<file path="config.mk">
export PLATFORM = sky130hd
export DESIGN_NAME = rr_arbiter
export DESIGN_NICKNAME = d
export VERILOG_FILES = /design/src/rtl/rr_arb_pkg.sv /design/src/rtl/rot_prio_pick.sv /design/src/rtl/rr_arbiter.sv
export SDC_FILE = /design/constraint.sdc
export NUM_CORES = 1
export LEC_CHECK = 0
export BUFFER_PORTS_ARGS = -buffer_cell sky130_fd_sc_hd__buf_2
export CAP_MARGIN = 20
export CORE_AREA = 2 2 39 41
export DETAILED_ROUTE_END_ITERATION = 6
export DIE_AREA = 0 0 41 43
export GPL_TIMING_DRIVEN = 0
export PLACE_DENSITY = 0.8
export SLEW_MARGIN = 20
export SYNTH_ARGS = -nofsm -noshare
export SYNTH_HDL_FRONTEND = slang
export SYNTH_SLANG_ARGS = --single-unit
</file>
<file path="constraint.sdc">
create_clock -name clock -period 7.8 [get_ports clock]
set_input_delay 1.56 -clock clock [delete_from_list [all_inputs] [get_ports clock]]
set_output_delay 1.56 -clock clock [all_outputs]
set_load 0.02 [all_outputs]
</file>
<file path="src/rtl/rr_arb_pkg.sv">
// Shared types and helpers for the round-robin arbiter.
// The burst-hold states are only used when RR_ARB_HOLD_EN is defined.
package rr_arb_pkg;

    typedef enum logic {
        ARB_IDLE = 1'b0,
        ARB_HOLD = 1'b1
    } arb_state_t;

    // Increment an index, wrapping to 0 at n.
    function automatic int unsigned rot_next(input int unsigned idx, input int unsigned n);
        return (idx + 32'd1 >= n) ? 32'd0 : idx + 32'd1;
    endfunction

endpackage

</file>
<file path="src/rtl/rot_prio_pick.sv">
// Combinational rotating-priority picker: scans req upward from ptr, modulo
// NUM_REQ, and reports the first set bit as one-hot, index and valid.
module rot_prio_pick
    import rr_arb_pkg::*;
#(
    parameter int  NUM_REQ = 4,
    localparam int IDX_W   = $clog2(NUM_REQ)
) (
    input  logic [IDX_W-1:0]   ptr,
    input  logic [NUM_REQ-1:0] req,
    output logic [NUM_REQ-1:0] gnt,
    output logic [IDX_W-1:0]   idx,
    output logic               valid
);

    int unsigned      scan;
    logic [IDX_W-1:0] scan_idx;

    always_comb begin
        gnt      = '0;
        idx      = '0;
        valid    = 1'b0;
        scan     = 32'(ptr);
        scan_idx = ptr;
        for (int k = 0; k < NUM_REQ; k++) begin
            scan_idx = IDX_W'(scan);
            if (!valid && req[scan_idx]) begin
                gnt[scan_idx] = 1'b1;
                idx           = scan_idx;
                valid         = 1'b1;
            end
            scan = rot_next(scan, NUM_REQ);
        end
    end

endmodule

</file>
<file path="src/rtl/rr_arbiter.sv">
// N-way round-robin arbiter with a registered rotating priority pointer.
// Define RR_ARB_HOLD_EN to let a winner keep the grant for up to MAX_HOLD cycles.
module rr_arbiter
    import rr_arb_pkg::*;
#(
    parameter int  NUM_REQ  = 4,
    parameter int  MAX_HOLD = 4,
    localparam int IDX_W    = $clog2(NUM_REQ)
) (
    input  logic               clock,
    input  logic               reset,
    input  logic               en,
    input  logic [NUM_REQ-1:0] req,
    output logic [NUM_REQ-1:0] gnt,
    output logic               gnt_valid,
    output logic [IDX_W-1:0]   gnt_idx,
    output logic [IDX_W-1:0]   ptr
);

    if (NUM_REQ < 2) begin : g_bad_num_req
        $error("rr_arbiter: NUM_REQ must be >= 2");
    end
    if (MAX_HOLD < 1) begin : g_bad_max_hold
        $error("rr_arbiter: MAX_HOLD must be >= 1");
    end

    logic [IDX_W-1:0]   ptr_q;
    logic [IDX_W-1:0]   ptr_d;

    logic [NUM_REQ-1:0] pick_gnt;
    logic [IDX_W-1:0]   pick_idx;
    logic               pick_valid;

    logic [NUM_REQ-1:0] sel_gnt;
    logic [IDX_W-1:0]   sel_idx;
    logic               sel_valid;
    logic               new_grant;

    rot_prio_pick #(
        .NUM_REQ (NUM_REQ)
    ) u_pick (
        .ptr   (ptr_q),
        .req   (req),
        .gnt   (pick_gnt),
        .idx   (pick_idx),
        .valid (pick_valid)
    );

`ifdef RR_ARB_HOLD_EN
    localparam int CNT_W = $clog2(MAX_HOLD + 1);

    arb_state_t       state_q;
    arb_state_t       state_d;
    logic [IDX_W-1:0] holder_q;
    logic [IDX_W-1:0] holder_d;
    logic [CNT_W-1:0] hold_cnt_q;
    logic [CNT_W-1:0] hold_cnt_d;
    logic             holding;

    // An ongoing burst overrides the pointer while its holder keeps requesting.
    assign holding = (state_q == ARB_HOLD) && req[holder_q];

    always_comb begin
        sel_gnt   = pick_gnt;
        sel_idx   = pick_idx;
        sel_valid = pick_valid;
        new_grant = pick_valid;
        if (holding) begin
            sel_gnt           = '0;
            sel_gnt[holder_q] = 1'b1;
            sel_idx           = holder_q;
            sel_valid         = 1'b1;
            new_grant         = 1'b0;
        end
    end

    always_comb begin
        state_d    = state_q;
        holder_d   = holder_q;
        hold_cnt_d = hold_cnt_q;
        if (en) begin
            if (holding) begin
                hold_cnt_d = hold_cnt_q + 1'b1;
                if (hold_cnt_d == CNT_W'(MAX_HOLD)) begin
                    state_d = ARB_IDLE;
                end
            end else if (pick_valid) begin
                holder_d   = pick_idx;
                hold_cnt_d = CNT_W'(1);
                state_d    = (MAX_HOLD > 1) ? ARB_HOLD : ARB_IDLE;
            end else begin
                hold_cnt_d = '0;
                state_d    = ARB_IDLE;
            end
        end
    end

    always_ff @(posedge clock) begin
        if (reset) begin
            state_q    <= ARB_IDLE;
            holder_q   <= '0;
            hold_cnt_q <= '0;
        end else begin
            state_q    <= state_d;
            holder_q   <= holder_d;
            hold_cnt_q <= hold_cnt_d;
        end
    end
`else
    always_comb begin
        sel_gnt   = pick_gnt;
        sel_idx   = pick_idx;
        sel_valid = pick_valid;
        new_grant = pick_valid;
    end
`endif

    // Pointer moves past a fresh winner; a continuing burst leaves it alone.
    always_comb begin
        ptr_d = ptr_q;
        if (en && new_grant) begin
            ptr_d = IDX_W'(rot_next(32'(sel_idx), NUM_REQ));
        end
    end

    always_ff @(posedge clock) begin
        if (reset) begin
            ptr_q <= '0;
        end else begin
            ptr_q <= ptr_d;
        end
    end

    always_comb begin
        gnt       = '0;
        gnt_valid = 1'b0;
        gnt_idx   = '0;
        if (!reset && en && sel_valid) begin
            gnt       = sel_gnt;
            gnt_valid = 1'b1;
            gnt_idx   = sel_idx;
        end
    end

    assign ptr = ptr_q;

endmodule
</file>
==> results.toml, run 1 <==
[outcome]
outcome = "completed"

[floorplan]
die_y_um = 43
initial_core_util_pct = 52.5
num_rows = 14
num_io_pins = 16
die_area_mm2 = 0.00176
coreArea_mm2 = 0.00138
die_w_um = 41

[cts]
cts_tree = "yes"
post_cts_buffers = 0
clock_sinks = 2
insertion_delay_ps = 220
cts_hold_buf = 0
post_cts_resized = 0
clock-root-buffer = "clkbuf_4"
numCtsBuffers = 3
clockBufferDepth = 2
clk_pin_slew_ps = 30
htree_num_levels = 1

[timing]
rsz0062_at_grt = "no"
tns_ps = 0
setup_viol = 0
drv_slew = 0
fin_skew_ps = 0.214
maxSlewHeadroom_pct = 49.7
setup_slack_ps = 2870
finalHoldViolCount = 0
fin_crit_sh_pct = 63.2
period_minus_slack_ps = 4930
fmax_mhz = 203
tightest_slew_ps = 734

[drt]
drtIter0Drc = 29
first_pass_iters = 4
ant_nets = 0
vias_per_cell = 6.24
num_vias = 805
drc = 0
routed_wl_mm = 1.80
wl_per_cell_um = 14.0

[synth]
synth_warnings = 0
synth_fp_nets = 108
synthArstFlopShare_pct = 0
ys_seq_area_share_pct = 5.51
syn_area_per_cell_um2 = 7.65
synth_edf_count = 0
netlist_area_um2 = 727
synth_cells = 95
synth_seq_cells = 2
synth_cell_types = 35
synth_top_flop_cell = "dfxtp_1"

[grt]
grt_pass1_wl_mm = 2.89
grt_max_degree = 11
grt_pass1_vias = 708
antenna_found_initial = 0
met2_usage_pct = 36.3
busiest_layer = "met2"
grtUsageMet1_pct = 30.8
groute.layer.met3.usage_pct = 3.66
track_usage_pct = 23.4
grt-ovfl-total = 0

[worst_setup_path]
crit_required_ps = 6240
crit_path_max_incr_delay_ps = 610
reg2reg_depth = 10
path_class = "primary input to primary output"
cp_slowest_cell = "mux2i_1"
critPathMaxFanout = 10
startpoint_type = "primary input"
cp.depth = 8
cp_cell_sequence = "buf_2, mux2i_1, mux2i_1, nand2b_1, o31a_2, nand2b_1, a21oi_1, buf_2"
crit_arrival_ps = 3370
path_buf_inv = 2
cp_top_family = "multiplexers"
endpoint_kind = "primary output"

[power_and_ir_drop]
ir_drop_mv = 0.162
p_per_area_mw_per_mm2 = 347
leakagePower_nw = 0.380

[final_layout]
layout.nets = 128
drive_above_1_share_pct = 28.3
fin_area_um2 = 845
n_antenna_cell = 0
area_delta_synth_final_pct = 16.2
largest_register_ffs = 2
num-fill-cells = 140

[hold_path]
min_path_type = "flip-flop to flip-flop"
worstHoldPathCells = 2

[place]
place_ws_ps = 2910
gp_congestion = 0.913
hpwl_mm = 1.34
post_dp_cell_area_um2 = 822
port_buffers = 15

[job]
drv_cap = 0
## area by class of cell
| class | count | area (um^2) | share of cell area, % |
|---|---|---|---|
| sequential | 2 | 40.0 | 4.74 |
| buffer | 5 | 56.3 | 6.67 |
| multi-input combinational | 82 | 608 | 72.0 |
| clock buffer | 3 | 22.5 | 2.67 |
| tap | 16 | 20.0 | 2.37 |
| timing repair buffer | 15 | 75.1 | 8.89 |
| inverter | 6 | 22.5 | 2.67 |
## where the power goes
part	internal, mW	switching [mW]	leakage, nW
combinational	0.112	0.138	0.350
clock	0.0170	0.00573	0.0138
sequential	0.0135	0.00647	0.0166
## final timing paths
path         slack [ps]      to   start
min reg2reg         650  ptr[1]  ptr[1]
max reg2reg        5070  ptr[1]  ptr[0]
max                2870  gnt[3]  req[2]
min                 650  ptr[1]  ptr[1]
## layer usage
layer / share of wire (%) / wire [um]
met5: 0 / 0
met2: 49 / 889
met1: 44 / 785
met3: 7.1 / 127
met4: 0 / 0
## layout by cell type, fill, tap and decap left out, drive strengths merged, types with 2 or more instances in the layout
cell type	instances
a21oi	7
nor2	12
o211ai	2
dfxtp	2
ha	6
nand2	10
mux2i	8
clkbuf	3
a221oi	3
o221ai	2
buf	20
o21ai	3
o22ai	2
inv	6
nand2b	4
nand3	2
or3	3
## cells by family (layout without fill, tap and decap cells)
group           count (synthesis)  after routing  synth area share, %
compound gates                 31             31                 33.0
mux                            10             10                 16.2
fa+ha+maj                       6              6                 10.3
flops                           2              2                 5.51
buf+inv                        11             29                 10.8
simple gates                   35             35                 24.1
## synthesized netlist by cell type, types with 2 or more instances
cell      number  area, um^2
o21ai_0        3        15.0
o221ai_2       2        30.0
o22ai_1        2        12.5
a21oi_1        7        35.0
ha_1           6        75.1
nand2b_1       4        25.0
nand3_1        2        10.0
inv_1          6        22.5
a221oi_1       3        26.3
o211ai_1       2        15.0
buf_6          5        56.3
or3_1          3        18.8
nor2_1        11        41.3
dfxtp_1        2        40.0
mux2i_1        8        80.1
nand2_1       10        37.5
## metrics by stage
stage | power, mW | cells | hold WS (ps) | utilization [%]
6_report | 0.293 | 129 | 648 | 61.0
4_1_cts | 0.292 | 129 | 659 | 61.0
3_5_place_dp | 0.267 | 126 | 656 | 59.4
2_1_floorplan | 0.221 | 95 | 667 | -
5_1_grt | 0.320 | 129 | 712 | 61.0
3_3_place_gp | 0.262 | 126 | 640 | 59.4
## worst reg2reg max path, cell delays in order, from the launching register on
cell      delay, ps
dfxtp_1         390
buf_6           160
inv_1           150
ha_1            340
buf_6           140
mux2i_1         310
mux2_4          260
a32oi_1         100
a311o_1         340
a31o_1          200
a311oi_1        260
Power figures use the tool's default switching activity.
==> inputs of run 2 (changes only) <==
--- a/config.mk
+++ b/config.mk
@@ -5,13 +5,14 @@
 export SDC_FILE = /design/constraint.sdc
 export NUM_CORES = 1
 export LEC_CHECK = 0
+export ABC_AREA = 1
 export BUFFER_PORTS_ARGS = -buffer_cell sky130_fd_sc_hd__buf_2
 export CAP_MARGIN = 20
-export CORE_AREA = 2 2 39 41
+export CORE_MARGIN = 2
+export CORE_UTILIZATION = 47
 export DETAILED_ROUTE_END_ITERATION = 6
-export DIE_AREA = 0 0 41 43
 export GPL_TIMING_DRIVEN = 0
-export PLACE_DENSITY = 0.8
+export PLACE_DENSITY = 0.74
 export SLEW_MARGIN = 20
 export SYNTH_ARGS = -nofsm -noshare
 export SYNTH_HDL_FRONTEND = slang
==> constraint.sdc (replaced) <==
create_clock -name clock -period 4 [get_ports clock]
set_input_delay 0.8 -clock clock [delete_from_list [all_inputs] [get_ports clock]]
set_output_delay 0.8 -clock clock [all_outputs]
set_load 0.02 [all_outputs]
==> results.toml, run 2 <==
[outcome]
outcome = "completed"

[worst_setup_path]
crit_required_ps = 3200
startpoint_type = "flip-flop"
worst_path_most_repeated_cell = "nand2_4"
critPathMaxFanout = 9
crit_path_max_incr_delay_ps = 560
path_class = "flip-flop to primary output"
cp_cell_sequence = "inv_2, ha_1, inv_1, nand3_2, nand2_4, nor2_8, nand2_1, o21a_4, nand2_4, a41oi_1, buf_2"
path_buf_inv = 3
endpoint_kind = "primary output"
crit_arrival_ps = 2480
cp_top_family = "flip-flops"
cp_slowest_cell = "dfxtp_1"

[cts]
clock-root-buffer = "clkbuf_4"
post_cts_buffers = 0
post_cts_resized = 0
clk_pin_slew_ps = 30
htree_num_levels = 1
clockBufferDepth = 2
cts_hold_buf = 0
clock_sinks = 2
insertion_delay_ps = 230
numCtsBuffers = 3
cts_tree = "yes"

[timing]
fin_skew_ps = 8.03
tightest_slew_ps = 414
setup_viol = 0
drv_slew = 0
fmax_mhz = 305
maxSlewHeadroom_pct = 72.3
whs_ps = 626
fin_crit_sh_pct = 81.9
rsz0062_at_grt = "no"
period_minus_slack_ps = 3280
tns_ps = 0
finalHoldViolCount = 0

[final_layout]
drive_above_1_share_pct = 33.3
final_cell_mix = "nand2_1, buf_2, nand3_1"
final_common_cell = "nand2_1"
n_antenna_cell = 0
layout.nets = 141
area_delta_synth_final_pct = 17.4
largest_register_ffs = 2
final_util_pct = 59.6
fin_area_um2 = 786

[synth]
synth_edf_count = 0
synth_top_flop_cell = "dfxtp_1"
synth_most_common_cell = "nand2_1"
synthArstFlopShare_pct = 0
netlist_area_um2 = 669
syn_area_per_cell_um2 = 6.20
synth_area_leader_cell = "nand2_1"
synth_seq_cells = 2
yosys-top-cells-count = "nand2_1, nand3_1, inv_1"
synth_cell_types = 27
synth_warnings = 0
yosysTopAreaCellShare_pct = 20.2
synth_fp_nets = 121
yosys-top-cells-area = "nand2_1, ha_1, nand3_1, nand3_2, nand2_4"
ys_seq_area_share_pct = 5.98
synth_cells = 108

[place]
gp_congestion = 0.846
port_buffers = 15
hpwl_mm = 1.26
post_dp_cell_area_um2 = 763

[drt]
wl_per_cell_um = 11.5
vias_per_cell = 5.35
drtIter0Drc = 12
first_pass_iters = 4
drc = 0
num_vias = 755
routed_wl_mm = 1.62
ant_nets = 0

[grt]
grt_pass1_vias = 616
grt-ovfl-total = 0
grt_max_degree = 10
antenna_found_initial = 0
grt_pass1_wl_mm = 2.64
track_usage_pct = 19.3

[floorplan]
num_rows = 13
die_y_um = 41.7
num_io_pins = 16
die_w_um = 41.7
coreArea_mm2 = 0.00132
die_area_mm2 = 0.00174
initial_core_util_pct = 50.8

[power_and_ir_drop]
p_per_area_mw_per_mm2 = 1010
p_total_mw = 0.794
ir_drop_mv = 0.465
leakagePower_nw = 0.425

[job]
drv_cap = 0

[hold_path]
min_path_type = "flip-flop to flip-flop"
==> run 2: changes by cell type in the layout (fill, tap and decap cells not counted), sizes merged, moves of 2 or more <==
| cell | before | now |
|---|---|---|
| nand2 | 10 | 44 |
| inv | 6 | 14 |
| o221ai | 2 | 0 |
| or3 | 3 | 0 |
| nand2b | 4 | 0 |
| buf | 20 | 15 |
| a221oi | 3 | 1 |
| a21oi | 7 | 5 |
| nand3 | 2 | 18 |
| o211ai | 2 | 0 |
| mux2i | 8 | 0 |
| nor2 | 12 | 8 |
| o22ai | 2 | 0 |
==> run 2: cells by family (layout without fill, tap and decap cells) <==
logic type                 count (synthesis)  after routing  share of synthesized area, %
AOI/OAI and AO/OA                         14             14                          15.1
DFF                                        2              2                          5.98
and+or+nand+nor                           71             71                          59.1
buffers and inverters                     15             33                          8.60
adders and majority gates                  6              6                          11.2
==> run 2: final timing paths <==
| path | from | endpoint | slack (ps) | cells after the start |
|---|---|---|---|---|
| worst max-delay path | ptr[0] | gnt[2] | 720 | 11 |
| worst min-delay path | ptr[1] | ptr[1] | 630 | 2 |
| worst max register to register | ptr[0] | ptr[1] | 1700 | 13 |
| worst min register to register | ptr[1] | ptr[1] | 630 | 2 |
==> run 2: through the flow <==
step | setup WS [ps] | cells
detailed placement | 992 | 138
floorplan | 1010 | 108
global placement | 979 | 138
global route | 539 | 141
CTS | 732 | 141
finish | 724 | 141
==> run 2: where the power goes <==
group	total (mW)	internal (mW)	switching (mW)
sequential	0.0537	0.0291	0.0245
combinational	0.694	0.226	0.468
clock	0.0466	0.0332	0.0134
==> run 2: area by class of cell <==
type | instances | area [um^2]
Fill cell | 148 | 532
Multi-Input combinational cell | 91 | 572
Tap cell | 15 | 18.8
Sequential cell | 2 | 40.0
Timing Repair Buffer | 15 | 75.1
Inverter | 15 | 57.6
Clock buffer | 3 | 22.5
==> run 2: worst register-to-register path, stage by stage (launching register included) <==
cell and delay (ps):
dfxtp_1 560, inv_2 180, ha_1 430, inv_1 130, nand3_1 100, nand2_1 100
nor2_2 200, nand2_1 80, nand2_1 70, nand3_1 90, nand2_1 90, nand2_1 50
nand2_1 70, a21oi_2 50
==> run 2: per-layer routing <==
metal / share of wire (%) / global-route usage, % / vias up
met3: 3.7 / 2.61 / 0
met2: 49 / 31.6 / 20
met4: 0 / 7.74 / 0
li1: - / - / 395
met5: 0 / 0 / -
met1: 48 / 25.1 / 340
==> inputs of run 3 (changes only) <==
--- a/config.mk
+++ b/config.mk
@@ -5,14 +5,14 @@
 export SDC_FILE = /design/constraint.sdc
 export NUM_CORES = 1
 export LEC_CHECK = 0
-export ABC_AREA = 1
+export ABC_AREA = 0
 export BUFFER_PORTS_ARGS = -buffer_cell sky130_fd_sc_hd__buf_2
 export CAP_MARGIN = 20
 export CORE_MARGIN = 2
-export CORE_UTILIZATION = 47
+export CORE_UTILIZATION = 53
 export DETAILED_ROUTE_END_ITERATION = 6
 export GPL_TIMING_DRIVEN = 0
-export PLACE_DENSITY = 0.74
+export PLACE_DENSITY = 0.78
 export SLEW_MARGIN = 20
 export SYNTH_ARGS = -nofsm -noshare
 export SYNTH_HDL_FRONTEND = slang
==> constraint.sdc (replaced) <==
create_clock -name clock -period 3.1 [get_ports clock]
set_input_delay 0.62 -clock clock [delete_from_list [all_inputs] [get_ports clock]]
set_output_delay 0.62 -clock clock [all_outputs]
set_load 0.02 [all_outputs]
==> results.toml, run 3 (synthesis gave the netlist of run 1 again) <==
[outcome]
outcome = "completed"

[worst_setup_path]
crit_required_ps = 2480
crit_path_max_incr_delay_ps = 370
worst_path_most_repeated_cell = "buf_6"
path_class = "flip-flop to primary output"
crit_arrival_ps = 2470
r2r_slack_ps = 580
r2r_start = "ptr[0]"
cp_cell_sequence = "buf_6, clkinvlp_4, ha_4, mux2i_4, mux2_4, buf_6, nor2_1, or3_1, a21oi_2, buf_4"
cp_slowest_cell = "ha_4"
startpoint_type = "flip-flop"
reg2reg_depth = 9
critPathMaxFanout = 7
worstReg2RegEnd = "ptr[1]"
endpoint_kind = "primary output"

[power_and_ir_drop]
p_total_mw = 1.01
ir_drop_mv = 0.604
p_per_area_mw_per_mm2 = 936
combPwrFrac_pct = 89.6
switchingPower_mw = 0.502
p_clk_share_pct = 5.4
internal-power_mw = 0.511
p_seq_share_pct = 5.0
leakagePower_nw = 0.454
swShare_pct = 49.5

[grt]
grt_max_degree = 11
track_usage_pct = 32.3
grt-ovfl-total = 0
antenna_found_initial = 0
grt_pass1_wl_mm = 3.57
grt_pass1_vias = 834

[cts]
cts_hold_buf = 0
clock_sinks = 2
numCtsBuffers = 3
clock-root-buffer = "clkbuf_4"
htree_num_levels = 1
clockBufferDepth = 2
insertion_delay_ps = 220
cts_tree = "yes"
clk_pin_slew_ps = 30

[drt]
first_pass_iters = 4
drc = 0
vias_per_cell = 6.84
num_vias = 951
drtIter0Drc = 40
ant_nets = 0
wl_per_cell_um = 19.4
routed_wl_mm = 2.70

[place]
port_buffers = 15
hpwl_mm = 1.46
gp_congestion = 0.867
placed_cells = 125
post_dp_cell_area_um2 = 832

[final_layout]
largest_register_ffs = 2
fin_area_mm2 = 0.00108
final_common_cell = "buf_2"
final_util_pct = 84.2
n_antenna_cell = 0
layout.nets = 139
final_cells = 139
final_cell_mix = "buf_2, buf_4, nand2_1, nor2_1, buf_6"
multiInputGateArea_um2 = 734
drive_above_1_share_pct = 49.2
area_delta_synth_final_pct = 48.9
seqCellArea_um2 = 47.5
num-fill-cells = 73

[job]
drv_cap = 0

[floorplan]
num_rows = 13
num_io_pins = 16
die_area_mm2 = 0.00168
initial_core_util_pct = 56.6
die_w_um = 41.0
die_y_um = 41.0
coreArea_mm2 = 0.00128

[timing]
drv_slew = 0
tightest_slew_ps = 564
finalHoldViolCount = 0
fin_skew_ps = 0.195
period_minus_slack_ps = 3090
setup_viol = 0
rsz0062_at_grt = "yes"
maxSlewHeadroom_pct = 61.7
whs_ps = 594
fin_crit_sh_pct = 99.7
fmax_mhz = 324

[hold_path]
min_to = "ptr[0]"
min_path_type = "primary input to flip-flop"
worstHoldPathCells = 2
min_from = "reset"
run 3: final cells by class:
type | count | share of cell area [%]
sequential | 2 | 4.39
timing repair buffer | 28 | 18.4
tap | 15 | 1.73
multi-input combinational | 82 | 67.9
inverter | 6 | 2.43
buffer | 3 | 3.12
clock buffer | 3 | 2.08
run 3: worst max-delay path by stage:
stage	from	end	slack, ps	cells after the start
2_1_floorplan	ptr[0]	gnt[2]	2	10
3_3_place_gp	ptr[0]	gnt_idx[1]	-180	11
3_5_place_dp	ptr[1]	gnt_idx[0]	-270	10
4_1_cts	ptr[1]	gnt[0]	9	9
5_1_grt	ptr[0]	gnt[1]	-80	10
6_report	ptr[0]	gnt[3]	10	10
run 3: per-stage QoR:
| stage | worst slack [ps] | TNS, ps |
|---|---|---|
| after floorplan | 1.67 | 0 |
| after global placement | -181 | -1110 |
| after detailed placement | -269 | -1700 |
| after CTS | 8.99 | 0 |
| after global routing | -83.8 | -481 |
| final | 10.5 | 0 |
run 3: power by group through the flow:
stage | clock network [mW] | registers [mW] | logic [mW]
after floorplan | 0 | 0.0569 | 0.507
after global placement | 0 | 0.0494 | 0.623
after detailed placement | 0 | 0.0506 | 0.642
after CTS | 0.0590 | 0.0566 | 0.814
after global routing | 0.0629 | 0.0522 | 0.950
final | 0.0552 | 0.0502 | 0.908
run 3: repair_timing:
| item | CTS | global route |
|---|---|---|
| resized for setup | 25 | 11 |
| pin swaps | 4 | 12 |
| setup endpoints to repair | 7 | 7 |
| buffers inserted | 9 | 4 |
run 3: per-layer routing:
layer  share of wire [%]  track usage, %  vias to the layer above
met2                  49            52.3                       71
li1                    -               -                      418
met1                  39            35.8                      450
met5                   0               0                        -
met4                 4.2            20.8                        0
met3                 8.3            10.3                       12
run 3: worst max-delay path: cells and delay by family, from the launching register on:
kind	cells	cell delay, ps
buffers and inverters	4	510
AND/OR/NAND/NOR	2	400
AO/OA/AOI/OAI	1	130
multiplexers	2	490
adder cells (fa/ha/maj)	1	370
flip-flops	1	360
